===== config.mk =====
export PLATFORM = sky130hd
export DESIGN_NAME = spi_responder_flat
export DESIGN_NICKNAME = d
export VERILOG_FILES = /design/src/rtl/spi_pkg.sv /design/src/rtl/spi_responder_if.sv /design/src/rtl/sync_edge.sv /design/src/rtl/spi_responder.sv /design/src/flat_wrapper.sv
export SDC_FILE = /design/constraint.sdc
export NUM_CORES = 1
export LEC_CHECK = 0
export BUFFER_PORTS_ARGS = -buffer_cell sky130_fd_sc_hd__buf_2
export CORE_MARGIN = 3
export CORE_UTILIZATION = 55
export DETAILED_ROUTE_END_ITERATION = 16
export PLACE_DENSITY = 0.85
export RECOVER_POWER = 50
export SLEW_MARGIN = 20
export SYNTH_ARGS = -nofsm -noshare
export SYNTH_HDL_FRONTEND = slang
export SYNTH_SLANG_ARGS = --single-unit

===== constraint.sdc =====
create_clock -name clk -period 1.9 [get_ports clk]
set_input_delay 0.285 -clock clk [delete_from_list [all_inputs] [get_ports clk]]
set_output_delay 0.285 -clock clk [all_outputs]
set_load 0.05 [all_outputs]

===== src/rtl/spi_pkg.sv =====
// spi_pkg: shared constants and types for the SPI responder.
//   SPI_BITS      - bits per SPI byte.
//   SPI_IDLE_FILL - default byte shifted out when no TX byte is pending.
//   spi_state_t   - responder FSM state encoding.
//   next_tx_byte  - selects the byte loaded into the output shifter.
package spi_pkg;

  localparam int SPI_BITS = 8;
  localparam int SPI_CNT_W = $clog2(SPI_BITS);
  localparam logic [SPI_BITS-1:0] SPI_IDLE_FILL = 8'hFF;

  typedef enum logic {
    SPI_IDLE   = 1'b0,
    SPI_ACTIVE = 1'b1
  } spi_state_t;

  // A pending holding byte wins; otherwise the idle fill pattern goes out.
  function automatic logic [SPI_BITS-1:0] next_tx_byte(
    input logic                busy,
    input logic [SPI_BITS-1:0] hold,
    input logic [SPI_BITS-1:0] fill
  );
    return busy ? hold : fill;
  endfunction

endpackage


===== src/rtl/spi_responder_if.sv =====
// spi_responder_if: CPU-side register interface of the SPI responder.
//   wr/tx_data/busy      - TX holding register write strobe, data, full flag.
//   rd/rx_data/valid     - RX acknowledge strobe, last byte, unread flag.
//   overrun              - sticky RX overrun flag.
//   selected             - synchronized chip-select status.
// Modports: master = CPU side, slave = responder.
interface spi_responder_if;

  logic                          wr;
  logic [spi_pkg::SPI_BITS-1:0]  tx_data;
  logic                          busy;
  logic                          rd;
  logic [spi_pkg::SPI_BITS-1:0]  rx_data;
  logic                          valid;
  logic                          overrun;
  logic                          selected;

  modport master (
    output wr, tx_data, rd,
    input  busy, rx_data, valid, overrun, selected
  );

  modport slave (
    input  wr, tx_data, rd,
    output busy, rx_data, valid, overrun, selected
  );

endinterface


===== src/rtl/sync_edge.sv =====
// sync_edge: multi-flop synchronizer for an asynchronous pin with
// registered rise/fall pulses.
//   clk, reset - system clock, synchronous active-high reset.
//   d          - asynchronous input pin.
//   q          - synchronized level, time-aligned with rise/fall.
//   rise, fall - one-cycle pulses, STAGES+1 clk after the pin edge.
// RESET_VAL should match the pin's idle level so that leaving reset does
// not produce a spurious edge.
module sync_edge #(
  parameter int   STAGES    = 2,
  parameter logic RESET_VAL = 1'b0
) (
  input  logic clk,
  input  logic reset,
  input  logic d,
  output logic q,
  output logic rise,
  output logic fall
);

  logic [STAGES-1:0] stage_reg;
  logic              prev_reg;
  logic              rise_reg;
  logic              fall_reg;

  generate
    for (genvar gi = 0; gi < STAGES; gi++) begin : g_stage
      if (gi == 0) begin : g_first
        always_ff @(posedge clk) begin
          if (reset) stage_reg[gi] <= RESET_VAL;
          else       stage_reg[gi] <= d;
        end
      end else begin : g_rest
        always_ff @(posedge clk) begin
          if (reset) stage_reg[gi] <= RESET_VAL;
          else       stage_reg[gi] <= stage_reg[gi-1];
        end
      end
    end
  endgenerate

  // The extra flop both gives the previous sample for edge detection and
  // keeps q aligned with the registered pulses.
  always_ff @(posedge clk) begin
    if (reset) begin
      prev_reg <= RESET_VAL;
      rise_reg <= 1'b0;
      fall_reg <= 1'b0;
    end else begin
      prev_reg <= stage_reg[STAGES-1];
      rise_reg <= stage_reg[STAGES-1] & ~prev_reg;
      fall_reg <= ~stage_reg[STAGES-1] & prev_reg;
    end
  end

  assign q    = prev_reg;
  assign rise = rise_reg;
  assign fall = fall_reg;

endmodule


===== src/rtl/spi_responder.sv =====
// spi_responder: byte-oriented SPI responder (mode 0, MSB first) polled by
// the CPU through a UART-like register interface.
//   clk, reset    - system clock, synchronous active-high reset.
//   sck/cs_n/mosi - asynchronous SPI pins from the external master.
//   miso, miso_oe - registered responder data and pad output enable.
//   bus           - CPU side (wr/tx_data/busy, rd/rx_data/valid, overrun,
//                   selected).
module spi_responder
  import spi_pkg::*;
#(
  parameter int                  SYNC_STAGES = 2,
  parameter logic [SPI_BITS-1:0] IDLE_FILL   = SPI_IDLE_FILL
) (
  input  logic                  clk,
  input  logic                  reset,
  input  logic                  sck,
  input  logic                  cs_n,
  input  logic                  mosi,
  output logic                  miso,
  output logic                  miso_oe,
  spi_responder_if.slave        bus
);

  // Pin index 0 = sck, 1 = cs_n, 2 = mosi. cs_n idles high.
  localparam logic [2:0] PIN_RESET = 3'b010;

  logic [2:0] pin_vec;
  logic [2:0] pin_q;
  logic [2:0] pin_rise;
  logic [2:0] pin_fall;

  assign pin_vec = {mosi, cs_n, sck};

  generate
    for (genvar gi = 0; gi < 3; gi++) begin : g_sync
      sync_edge #(
        .STAGES    (SYNC_STAGES),
        .RESET_VAL (PIN_RESET[gi])
      ) u_sync (
        .clk   (clk),
        .reset (reset),
        .d     (pin_vec[gi]),
        .q     (pin_q[gi]),
        .rise  (pin_rise[gi]),
        .fall  (pin_fall[gi])
      );
    end
  endgenerate

  logic sck_rise, sck_fall, cs_rise, cs_fall, cs_s, mosi_s;
  assign sck_rise = pin_rise[0];
  assign sck_fall = pin_fall[0];
  assign cs_rise  = pin_rise[1];
  assign cs_fall  = pin_fall[1];
  assign cs_s     = pin_q[1];
  assign mosi_s   = pin_q[2];

  // Level of sck and edges of mosi are not needed by the protocol logic.
  logic unused_pins;
  assign unused_pins = &{1'b0, pin_q[0], pin_rise[2], pin_fall[2]};

  spi_state_t           state_reg,     state_next;
  logic [SPI_CNT_W-1:0] bit_cnt_reg,   bit_cnt_next;
  logic [SPI_BITS-1:0]  shift_in_reg,  shift_in_next;
  logic [SPI_BITS-1:0]  shift_out_reg, shift_out_next;
  logic                 miso_reg,      miso_next;
  logic                 miso_oe_reg,   miso_oe_next;
  logic [SPI_BITS-1:0]  tx_hold_reg,   tx_hold_next;
  logic                 busy_reg,      busy_next;
  logic [SPI_BITS-1:0]  rx_data_reg,   rx_data_next;
  logic                 valid_reg,     valid_next;
  logic                 overrun_reg,   overrun_next;
  logic                 selected_reg;

  logic                 load_tx;
  logic                 byte_done;
  logic [SPI_BITS-1:0]  captured;
  logic [SPI_BITS-1:0]  load_byte;

  always_ff @(posedge clk) begin
    if (reset) begin
      state_reg     <= SPI_IDLE;
      bit_cnt_reg   <= '0;
      shift_in_reg  <= '0;
      shift_out_reg <= '0;
      miso_reg      <= 1'b0;
      miso_oe_reg   <= 1'b0;
      tx_hold_reg   <= '0;
      busy_reg      <= 1'b0;
      rx_data_reg   <= '0;
      valid_reg     <= 1'b0;
      overrun_reg   <= 1'b0;
      selected_reg  <= 1'b0;
    end else begin
      state_reg     <= state_next;
      bit_cnt_reg   <= bit_cnt_next;
      shift_in_reg  <= shift_in_next;
      shift_out_reg <= shift_out_next;
      miso_reg      <= miso_next;
      miso_oe_reg   <= miso_oe_next;
      tx_hold_reg   <= tx_hold_next;
      busy_reg      <= busy_next;
      rx_data_reg   <= rx_data_next;
      valid_reg     <= valid_next;
      overrun_reg   <= overrun_next;
      selected_reg  <= ~cs_s;
    end
  end

  always_comb begin
    state_next     = state_reg;
    bit_cnt_next   = bit_cnt_reg;
    shift_in_next  = shift_in_reg;
    shift_out_next = shift_out_reg;
    miso_next      = miso_reg;
    miso_oe_next   = miso_oe_reg;
    tx_hold_next   = tx_hold_reg;
    busy_next      = busy_reg;
    rx_data_next   = rx_data_reg;
    valid_next     = valid_reg;
    overrun_next   = overrun_reg;
    load_tx        = 1'b0;
    byte_done      = 1'b0;
    captured       = {shift_in_reg[SPI_BITS-2:0], mosi_s};
    load_byte      = next_tx_byte(busy_reg, tx_hold_reg, IDLE_FILL);

    case (state_reg)
      SPI_IDLE: begin
        if (cs_fall) begin
          state_next   = SPI_ACTIVE;
          bit_cnt_next = '0;
          miso_oe_next = 1'b1;
          load_tx      = 1'b1;
        end
      end
      SPI_ACTIVE: begin
        if (cs_rise) begin
          // Partial byte is dropped; the holding register is untouched.
          state_next   = SPI_IDLE;
          miso_oe_next = 1'b0;
          bit_cnt_next = '0;
        end else begin
          if (sck_rise) begin
            shift_in_next = captured;
            bit_cnt_next  = bit_cnt_reg + 1'b1;
            byte_done     = (bit_cnt_reg == SPI_CNT_W'(SPI_BITS - 1));
          end
          if (sck_fall) begin
            // bit_cnt has already wrapped to 0 after the 8th rise, so the
            // falling edge that follows starts the next byte.
            if (bit_cnt_reg == '0) begin
              load_tx = 1'b1;
            end else begin
              shift_out_next = {shift_out_reg[SPI_BITS-2:0], 1'b0};
              miso_next      = shift_out_reg[SPI_BITS-2];
            end
          end
        end
      end
      default: state_next = SPI_IDLE;
    endcase

    if (load_tx) begin
      shift_out_next = load_byte;
      miso_next      = load_byte[SPI_BITS-1];
      busy_next      = 1'b0;
    end

    if (bus.rd) valid_next = 1'b0;

    // An rd in the completion cycle frees the register for the new byte.
    if (byte_done) begin
      if (valid_reg && !bus.rd) begin
        overrun_next = 1'b1;
      end else begin
        rx_data_next = captured;
        valid_next   = 1'b1;
      end
    end

    // busy_reg is the pre-load value, so a write colliding with a load is
    // ignored when the holding register was full.
    if (bus.wr && !busy_reg) begin
      tx_hold_next = bus.tx_data;
      busy_next    = 1'b1;
    end
  end

  assign miso         = miso_reg;
  assign miso_oe      = miso_oe_reg;
  assign bus.busy     = busy_reg;
  assign bus.rx_data  = rx_data_reg;
  assign bus.valid    = valid_reg;
  assign bus.overrun  = overrun_reg;
  assign bus.selected = selected_reg;

endmodule


===== src/flat_wrapper.sv =====
// flat-port wrapper written by rule: the top's interface ports become plain ports
module spi_responder_flat import spi_pkg::*;
#(
  parameter int                  SYNC_STAGES = 2,
  parameter logic [SPI_BITS-1:0] IDLE_FILL   = SPI_IDLE_FILL
)
  (clk, reset, sck, cs_n, mosi, miso, miso_oe, bus_wr, bus_tx_data, bus_rd, bus_busy, bus_rx_data, bus_valid, bus_overrun, bus_selected);
  spi_responder_if bus_i ();
  input  logic clk;
  input  logic reset;
  input  logic sck;
  input  logic cs_n;
  input  logic mosi;
  output logic miso;
  output logic miso_oe;
  input wire logic [$bits(bus_i.wr)-1:0] bus_wr;
  input wire logic [$bits(bus_i.tx_data)-1:0] bus_tx_data;
  input wire logic [$bits(bus_i.rd)-1:0] bus_rd;
  output wire logic [$bits(bus_i.busy)-1:0] bus_busy;
  output wire logic [$bits(bus_i.rx_data)-1:0] bus_rx_data;
  output wire logic [$bits(bus_i.valid)-1:0] bus_valid;
  output wire logic [$bits(bus_i.overrun)-1:0] bus_overrun;
  output wire logic [$bits(bus_i.selected)-1:0] bus_selected;
  assign bus_i.wr = bus_wr;
  assign bus_i.tx_data = bus_tx_data;
  assign bus_i.rd = bus_rd;
  assign bus_busy = bus_i.busy;
  assign bus_rx_data = bus_i.rx_data;
  assign bus_valid = bus_i.valid;
  assign bus_overrun = bus_i.overrun;
  assign bus_selected = bus_i.selected;
  spi_responder #(.SYNC_STAGES(SYNC_STAGES), .IDLE_FILL(IDLE_FILL)) u_core (.clk(clk), .reset(reset), .sck(sck), .cs_n(cs_n), .mosi(mosi), .miso(miso), .miso_oe(miso_oe), .bus(bus_i));
endmodule

==> results.md, run 1 <==
- Endpoints failing setup: 0
- Register area share after synthesis: 0.518
- Die H: 67.0 um
- Setup CP Type: reg2out
- Rel. slew slack: 0.462
- Mapped cell area: 2050 um2
- Async SR Flop Fraction: 0
- Worst-Skew Late Latency: around 300 ps
- Post-Synthesis Cells: 213
- Clock tree buffer depth: 2
- Pwr/cell area: about 850 nW/um2
- Final worst-path cycle share: 0.791
- Critical Path AT: 1220 ps
- Max cap viols: 0
- Ports: 29
- Worst R2R Start: u_core.state_reg$_SDFF_PP0_
- Nets: 255
- Die area: 4500 um2
- CP delay by family, top: flip-flops
- Number of global-route vias before repair: approximately 1300
- Leakage power: 0.968 nW
- CP endpoint kind: primary output
- Sum Neg Setup Slack: 0 ps
- Worst-Margin Slew: 808 ps
- Clock skew: ~5.3 ps
- WP buf/inv: 1
- Router iterations before antenna repair: 4
- Root Driver: clkbuf_8
- Global-route wire length before repair: roughly 5700 um
- Vias per cell: 5.04
- Fin. Hold Viols: 0
- Largest net degree at the start of global routing: 43
- Setup repair after global routing missed its margin: false
- Top cells by area, synth: dfxtp_1 (52%), mux2i_1 (7.3%), nand2_1 (6.2%), a21oi_1 (5.4%), nor2_1 (4.4%)
- DR DRC count: 0
- Post-route minimum period: 1500 ps
- Yosys cell types: 27
- Count leader, synth: dfxtp_1
- Syn Nets: 231
- Placed cells: 276
- Total power: 1.87 mW
- GRT overflow: 0
- Final WL: ~3400 um
- Number of synthesized flops with an enable pin: 0
- Levels on crit path: 1
- Share of layout cells above drive strength 1: 0.122
- Max incr delay on CP: 570 ps
- Syn Area/Cell: 9.62 um2
- Die W: 67.0 um
- Area Overhead vs Synth: 7.88%
- Worst VDD drop: around 550 uV
- Clk slew on worst S/H paths: approximately 90 ps
- R2R Setup Slk: 420 ps
- Initial DRC Count: 46
- Placer Congestion: around 0.75
- Yosys warns: 0
- Clock sinks: 53
- DRT antenna net count: 0
- Number of fill cells: 329
- # port buffers: 28
- Post-DP HPWL: 2310 um
- Via count: 1430
- CP Max Fanout: 13
- CTS Buf Count: 5
- WP data required: 1620 ps
- Worst hold path class: in2reg
- Fmax: approximately 670 MHz
- Final std cells w/o fill: 284
- CP max stage cell: dfxtp_1
- Total GRT Usage: 0.167
- TritonCTS clock tree: yes
- Critical path startpoint category: register
- CORE AREA: 3470 um2
- Hold_ws: 162 ps
- CP Cell Sequence: buf_2
- Cts hold-fix bufs: 0
- Pins Over Slew Limit: 0
- DR WL/cell: approximately 12 um
- Share of the synthesized area in the top cell type: 0.518
- Outcome: completed
- RR Endpoint: u_core.shift_in_reg[2]$_SDFFE_PP0P_
- Antenna fix cells: 0
- Initial core utilization: 0.591
- Yosys reg bits: 53
- Row count: 21
- # Post-CTS Setup Buffers: 0
- Setup crit end: bus_busy
- Initial antenna violation count: 0
- Critical Path Source: u_core.bus.busy$_SDFFE_PP0P_
- Commonest cells in the netlist: dfxtp_1 (53), nand2_1 (34), nor2_1 (24), a21oi_1 (22), mux2i_1 (15)
- CTS H-Tree Depth: 2
- Post-CTS Resized: 0
- Cell taking the most area after synthesis: dfxtp_1
- Most used DFF post-synth: dfxtp_1
- Final core utilization: 0.637
- R2r worst-path depth: 4
cell usage in the layout (no fill, tap or decap):
master	instances
nor3b_1	2
nor2b_4	1
clkbuf_8	5
a211oi_1	7
a31oi_1	1
nand3b_4	1
nand2b_1	9
mux2i_1	15
nor2b_1	10
clkinvlp_4	1
and2_0	1
ha_1	3
and3b_1	1
nand2_1	34
clkbuf_2	1
inv_1	5
nand3_1	1
nor2_1	24
a21oi_1	22
or2_2	3
buf_2	14
a21o_1	1
clkbuf_1	17
a311oi_2	1
nand4b_1	2
dfxtp_1	53
a21o_4	2
nand3b_1	1
report_power, final:
part	total (mW)	switching, mW	internal (mW)
clock network	0.603	0.342	0.261
registers	1.16	0.0192	1.14
logic	0.113	0.0672	0.0460
layout make-up:
type | instances | area (um2) | share of cell area
clock buffers | 7 | 76.3 | 0.0345
clock inverters | 1 | 7.51 | 0.00340
inverters | 5 | 18.8 | 0.00849
multi-input cells | 142 | 858 | 0.388
flip-flops and latches | 53 | 1060 | 0.480
well taps | 46 | 57.6 | 0.0260
repair buffers | 30 | 131 | 0.0594
kinds of logic (layout without fill, tap and decap cells):
family,count (synthesis),after routing,share of synthesized area
buf+inv,18,43,0.0598
mux,15,15,0.0733
fa+ha+maj,3,3,0.0183
flops,53,53,0.518
compound gates,34,34,0.108
simple gates,90,90,0.223
metal layers:
metal	vias up	global-route usage	wire length, um
met1	654	0.200	1600
met2	22	0.277	1580
li1	749	-	-
met3	5	0.0405	152
met5	-	0	0
met4	0	0.0759	43
through the flow:
step                instance area [um2]  setup WS (ps)
floorplan                          2050            422
global placement                   2160            586
detailed placement                 2160            523
CTS                                2240            384
global route                       2210            306
finish                             2210            398
worst min-delay path by stage:
stage,from,to,slack (ps),cells past startpoint
floorplan,reset,u_core.bus.selected$_SDFF_PP0_,360,1
global placement,u_core.g_sync[0].u_sync.q$_SDFF_PP0_,u_core.g_sync[0].u_sync.rise$_SDFF_PP0_,390,1
detailed placement,u_core.g_sync[0].u_sync.q$_SDFF_PP0_,u_core.g_sync[0].u_sync.rise$_SDFF_PP0_,390,1
CTS,cs_n,u_core.g_sync[1].u_sync.stage_reg[0]$_SDFF_PP1_,150,2
global route,cs_n,u_core.g_sync[1].u_sync.stage_reg[0]$_SDFF_PP1_,170,2
finish,cs_n,u_core.g_sync[1].u_sync.stage_reg[0]$_SDFF_PP1_,160,2
Note: power is estimated with default switching activity, not from simulation.
==> run 2: changes to the inputs <==
==> constraint.sdc (replaced) <==
create_clock -name clk -period 1.5 [get_ports clk]
set_input_delay 0.225 -clock clk [delete_from_list [all_inputs] [get_ports clk]]
set_output_delay 0.225 -clock clk [all_outputs]
set_load 0.05 [all_outputs]
==> results.md, run 2 (synthesis results as in run 1) <==
- Largest net degree at the start of global routing: 21
- DRT antenna net count: 0
- Pins Over Slew Limit: 0
- Most common cell after layout, fill and taps aside: dfxtp_1
- Via count: about 1400
- Initial core utilization: 0.591
- Die W: between 60 and 70 um
- Share of layout cells above drive strength 1: 0.155
- Initial antenna violation count: 0
- Vias per cell: 5.02
- Final worst-path cycle share: 0.917
- Commonest cells after routing, fill and taps aside: dfxtp_1 (52), nand2_1 (34), nor2_1 (24), a21oi_1 (22), mux2i_1 (15)
- CTS H-Tree Depth: 2
- WP data required: 1690 ps
- Clock tree buffer depth: 2
- DR DRC count: 0
- Initial DRC Count: 109
- GRT overflow: 0
- Placer Congestion: 0.784
- Hold_ws: 101 ps
- Post-CTS Resized: 0
- Sum Neg Setup Slack: 0 ps
- Worst VDD drop: between 600 and 700 uV
- Setup CP Type: reg2reg
- # Post-CTS Setup Buffers: 0
- Pwr/cell area: 1100 nW/um2
- Outcome: completed
- Die area: 4500 um2
- Post-route minimum period: roughly 1400 ps
- Critical path startpoint category: register
- Worst-Skew Late Latency: 300 ps
- Die H: 67.0 um
- Endpoints failing setup: 0
- Area Overhead vs Synth: 10.0%
- Fmax: 727 MHz
- Setup repair after global routing missed its margin: false
- Leakage power: 1.00 nW
- Placed cell area: between 2000 and 2500 um2
- CORE AREA: 3470 um2
- Clk slew on worst S/H paths: 90 ps
- DR WL/cell: 12.0 um
- Ports: 29
- Clock sinks: 53
- Clock skew: 5.35 ps
- Worst-Margin Slew: 688 ps
- Antenna fix cells: 0
- TritonCTS clock tree: yes
- Router iterations before antenna repair: 4
- Post-DP HPWL: roughly 2300 um
- CTS Buf Count: 5
- Rel. slew slack: 0.541
- Post-route cell area: 2250 um2
- CP Max Fanout: 8
- Fin. Hold Viols: 0
- Root Driver: clkbuf_8
- Row count: 21
- CP endpoint kind: register
- Final WL: about 3400 um
- Max cap viols: 0
- Global-route wire length before repair: 5410 um
- Cts hold-fix bufs: 0
- Number of global-route vias before repair: ~1200
- # port buffers: 28
- Nets: between 200 and 300
- Worst hold path class: in2reg
- Total GRT Usage: 0.161
- Critical Path AT: 1570 ps
run 2: cell types whose count changed in the layout (fill, tap and decap cells not counted), sizes merged:
cell and delta:
clkinvlp -1, inv +1, buf +2, clkbuf -1
run 2: critical path, stage by stage, from the launching register on:
cell and delay [ps]:
dfxtp_1 520, and3b_1 290, nand3b_4 200, mux2i_1 210, nor2_1 50
run 2: routing by layer:
metal,GRT usage,vias to the layer above,wire [um]
met4,0.0759,0,50
met2,0.261,31,1650
met3,0.0405,4,168
met5,0,-,0
li1,-,748,-
met1,0.198,648,1550
run 2: through the flow:
stage	utilization	total power [mW]	cells	setup slack [ps]
global route	0.650	2.58	285	29.3
global placement	0.628	1.65	277	204
finish	0.650	2.49	285	124
CTS	0.658	2.51	285	37.4
floorplan	-	1.61	213	22.1
detailed placement	0.628	1.65	277	138
run 2: power breakdown:
group | total (mW) | switching [mW] | internal [mW]
clock | 0.873 | 0.447 | 0.426
combinational | 0.148 | 0.0868 | 0.0608
sequential | 1.47 | 0.0249 | 1.44
run 2: area by class of cell:
| cell class | count | area, um2 |
|---|---|---|
| clock inverter | 1 | 8.76 |
| timing repair buffer | 31 | 145 |
| inverter | 5 | 18.8 |
| multi-input combinational | 142 | 866 |
| clock buffer | 7 | 96.3 |
| sequential | 53 | 1060 |
| fill | 291 | 1210 |
| tap | 46 | 57.6 |
run 2: final timing paths:
kind	slack, ps	from	depth (start not counted)	end
min reg2reg	410	u_core.g_sync[0].u_sync.q$_SDFF_PP0_	1	u_core.g_sync[0].u_sync.rise$_SDFF_PP0_
max	120	u_core.state_reg$_SDFF_PP0_	4	u_core.bus.rx_data[7]$_SDFFE_PP0P_
max reg2reg	120	u_core.state_reg$_SDFF_PP0_	4	u_core.bus.rx_data[7]$_SDFFE_PP0P_
min	100	cs_n	2	u_core.g_sync[1].u_sync.stage_reg[0]$_SDFF_PP1_
==> run 3: changes to the inputs <==
--- a/config.mk
+++ b/config.mk
@@ -5,11 +5,12 @@
 export SDC_FILE = /design/constraint.sdc
 export NUM_CORES = 1
 export LEC_CHECK = 0
+export ABC_AREA = 1
 export BUFFER_PORTS_ARGS = -buffer_cell sky130_fd_sc_hd__buf_2
 export CORE_MARGIN = 3
-export CORE_UTILIZATION = 55
+export CORE_UTILIZATION = 56
 export DETAILED_ROUTE_END_ITERATION = 16
-export PLACE_DENSITY = 0.85
+export PLACE_DENSITY = 0.86
 export RECOVER_POWER = 50
 export SLEW_MARGIN = 20
 export SYNTH_ARGS = -nofsm -noshare
==> results.md, run 3 <==
- Max cap viols: 0
- CP endpoint kind: primary output
- Row count: 21
- Mapped cell area: 2090 um2
- Yosys reg bits: 53
- Cell taking the most area after synthesis: dfxtp_1
- Yosys warns: 0
- Critical Path Source: u_core.bus.busy$_SDFFE_PP0P_
- Async SR Flop Fraction: 0
- RR Endpoint: u_core.bus.busy$_SDFFE_PP0P_
- Pins Over Slew Limit: 0
- Commonest cells after routing, fill and taps aside: dfxtp_1 (52), nor2_1 (51), nand2_1 (38), inv_1 (31), a21oi_1 (20)
- Int Pwr: 2.04 mW
- Worst-Skew Late Latency: between 300 and 400 ps
- Top cells by area, synth: dfxtp_1 (51%), nor2_1 (9.2%), nand2_1 (7.0%), inv_1 (5.2%), a21oi_1 (4.8%)
- Clock skew: around 8.9 ps
- Fin. Hold Viols: 0
- Global-route wire length before repair: 6440 um
- Max incr delay on CP: around 470 ps
- R2r worst-path depth: 6
- Die area: 4500 um2
- Router iterations before antenna repair: 4
- Final WL: 3750 um
- CP delay by family, top: buffers and inverters
- Share of layout cells above drive strength 1: 0.132
- Worst VDD drop: 852 uV
- Via count: 1752
- Post-route minimum period: between 1000 and 1500 ps
- Nets: between 300 and 400
- Syn Area/Cell: 7.73 um2
- Final core utilization: 0.680
- Post-DP HPWL: roughly 2600 um
- Total power: 2.66 mW
- Hold_ws: approximately 100 ps
- Root Driver: clkbuf_8
- TritonCTS clock tree: yes
- Count leader, synth: dfxtp_1
- Outcome: completed
- CTS Buf Count: 5
- Post-Synthesis Cells: 270
- Largest net degree at the start of global routing: 27
- Critical path startpoint category: register
- Final worst-path cycle share: 0.899
- Ports: 29
- Worst hold path class: in2reg
- Total GRT Usage: 0.190
- Vias per cell: 5.03
- Yosys cell types: 25
- CP max stage cell: clkbuf_1
- DR WL/cell: 10.8 um
- Clock tree buffer depth: 2
- CP Cell Sequence: clkbuf_1
- Initial core utilization: 0.602
- Number of global-route vias before repair: between 1500 and 2000
- Die H: ~67 um
- Clk slew on worst S/H paths: 90 ps
- Comb pwr share: 0.087
- Sum Neg Setup Slack: 0 ps
- Number of fill cells: 325
- Commonest cells in the netlist: dfxtp_1 (53), nor2_1 (51), nand2_1 (39), inv_1 (29), a21oi_1 (20)
- GRT overflow: 0
- Rel. slew slack: 0.501
- Levels on crit path: 1
- DRT antenna net count: 0
- CORE AREA: about 3500 um2
- Clock power frac: 0.359
- Most used DFF post-synth: dfxtp_1
- Placer Congestion: 0.809
- Share of the synthesized area in the top cell type: 0.508
- Syn Nets: 288
- DR DRC count: 0
- Clock sinks: 53
- # port buffers: 28
- Register area share after synthesis: 0.508
- CP Max Fanout: 3
- Worst-Margin Slew: 748 ps
- Setup repair after global routing missed its margin: false
- Setup crit end: bus_busy
- R2R Setup Slk: ~150 ps
- WP buf/inv: 1
- Leakage power: 1.06 nW
- Endpoints failing setup: 0
- Critical Path AT: 1120 ps
- Sequential power share: 0.555
- Antenna fix cells: 0
- Number of synthesized flops with an enable pin: 0
- Pwr/cell area: 1130 nW/um2
- NetSw: 0.626 mW
- WP data required: 1270 ps
- Initial DRC Count: 122
- Die W: 67.1 um
- Worst R2R Start: u_core.state_reg$_SDFF_PP0_
- Area Overhead vs Synth: 13.0%
- Initial antenna violation count: 0
- Setup CP Type: reg2out
- Fmax: about 740 MHz
- Sw Share: 0.235
- CTS H-Tree Depth: 2
- Most common cell after layout, fill and taps aside: dfxtp_1
[run 3: worst min path at each step]
stage          cells after the start                                             from                                         endpoint
2_1_floorplan                      1                                             cs_n  u_core.g_sync[1].u_sync.stage_reg[0]$_SDFF_PP1_
6_report                           2                                             cs_n  u_core.g_sync[1].u_sync.stage_reg[0]$_SDFF_PP1_
3_3_place_gp                       2  u_core.g_sync[2].u_sync.stage_reg[0]$_SDFF_PP0_  u_core.g_sync[2].u_sync.stage_reg[1]$_SDFF_PP0_
5_1_grt                            2                                             cs_n  u_core.g_sync[1].u_sync.stage_reg[0]$_SDFF_PP1_
3_5_place_dp                       2  u_core.g_sync[2].u_sync.stage_reg[1]$_SDFF_PP0_             u_core.g_sync[2].u_sync.q$_SDFF_PP0_
4_1_cts                            2                                             cs_n  u_core.g_sync[1].u_sync.stage_reg[0]$_SDFF_PP1_
[run 3: metrics by stage]
step	cell area, um2	instances	setup WS (ps)
finish	2360	348	152
global route	2360	348	2.32
CTS	2390	348	157
detailed placement	2280	340	170
global placement	2280	340	237
floorplan	2090	270	152
[run 3: power by group through the flow]
stage | sequential, mW | clock [mW] | combinational, mW
final | 1.48 | 0.954 | 0.231
after global routing | 1.48 | 1.03 | 0.265
after CTS | 1.48 | 0.971 | 0.236
after detailed placement | 1.51 | 0 | 0.234
after global placement | 1.51 | 0 | 0.226
after floorplan | 1.52 | 0 | 0.162
[run 3: kinds of logic after synthesis]
logic type	share of synthesized area
buffers and inverters	0.0827
and+or+nand+nor	0.285
AOI/OAI and AO/OA	0.107
DFF	0.508
adders and majority gates	0.0180
[run 3: layer usage]
| layer | track usage | wire length (um) |
|---|---|---|
| met1 | 0.225 | 1710 |
| met2 | 0.321 | 1820 |
| met3 | 0.0506 | 150 |
| met4 | 0.0759 | 62 |
| met5 | 0 | 0 |
[run 3: final cells by class]
cell class                      instances  area [um2]  area share
Tap cell                               46        57.6      0.0244
Clock inverter                          2        38.8      0.0164
Clock buffer                            6        72.6      0.0308
Inverter                               33         124      0.0525
Timing Repair Buffer                   33         153      0.0647
Sequential cell                        53        1060       0.450
Multi-Input combinational cell        175         852       0.361
[run 3: timing repair]
action	CTS	global route
resized for setup	0	1
endpoints found under the setup margin	0	2
setup buffers	0	0
hold buffers	0	0
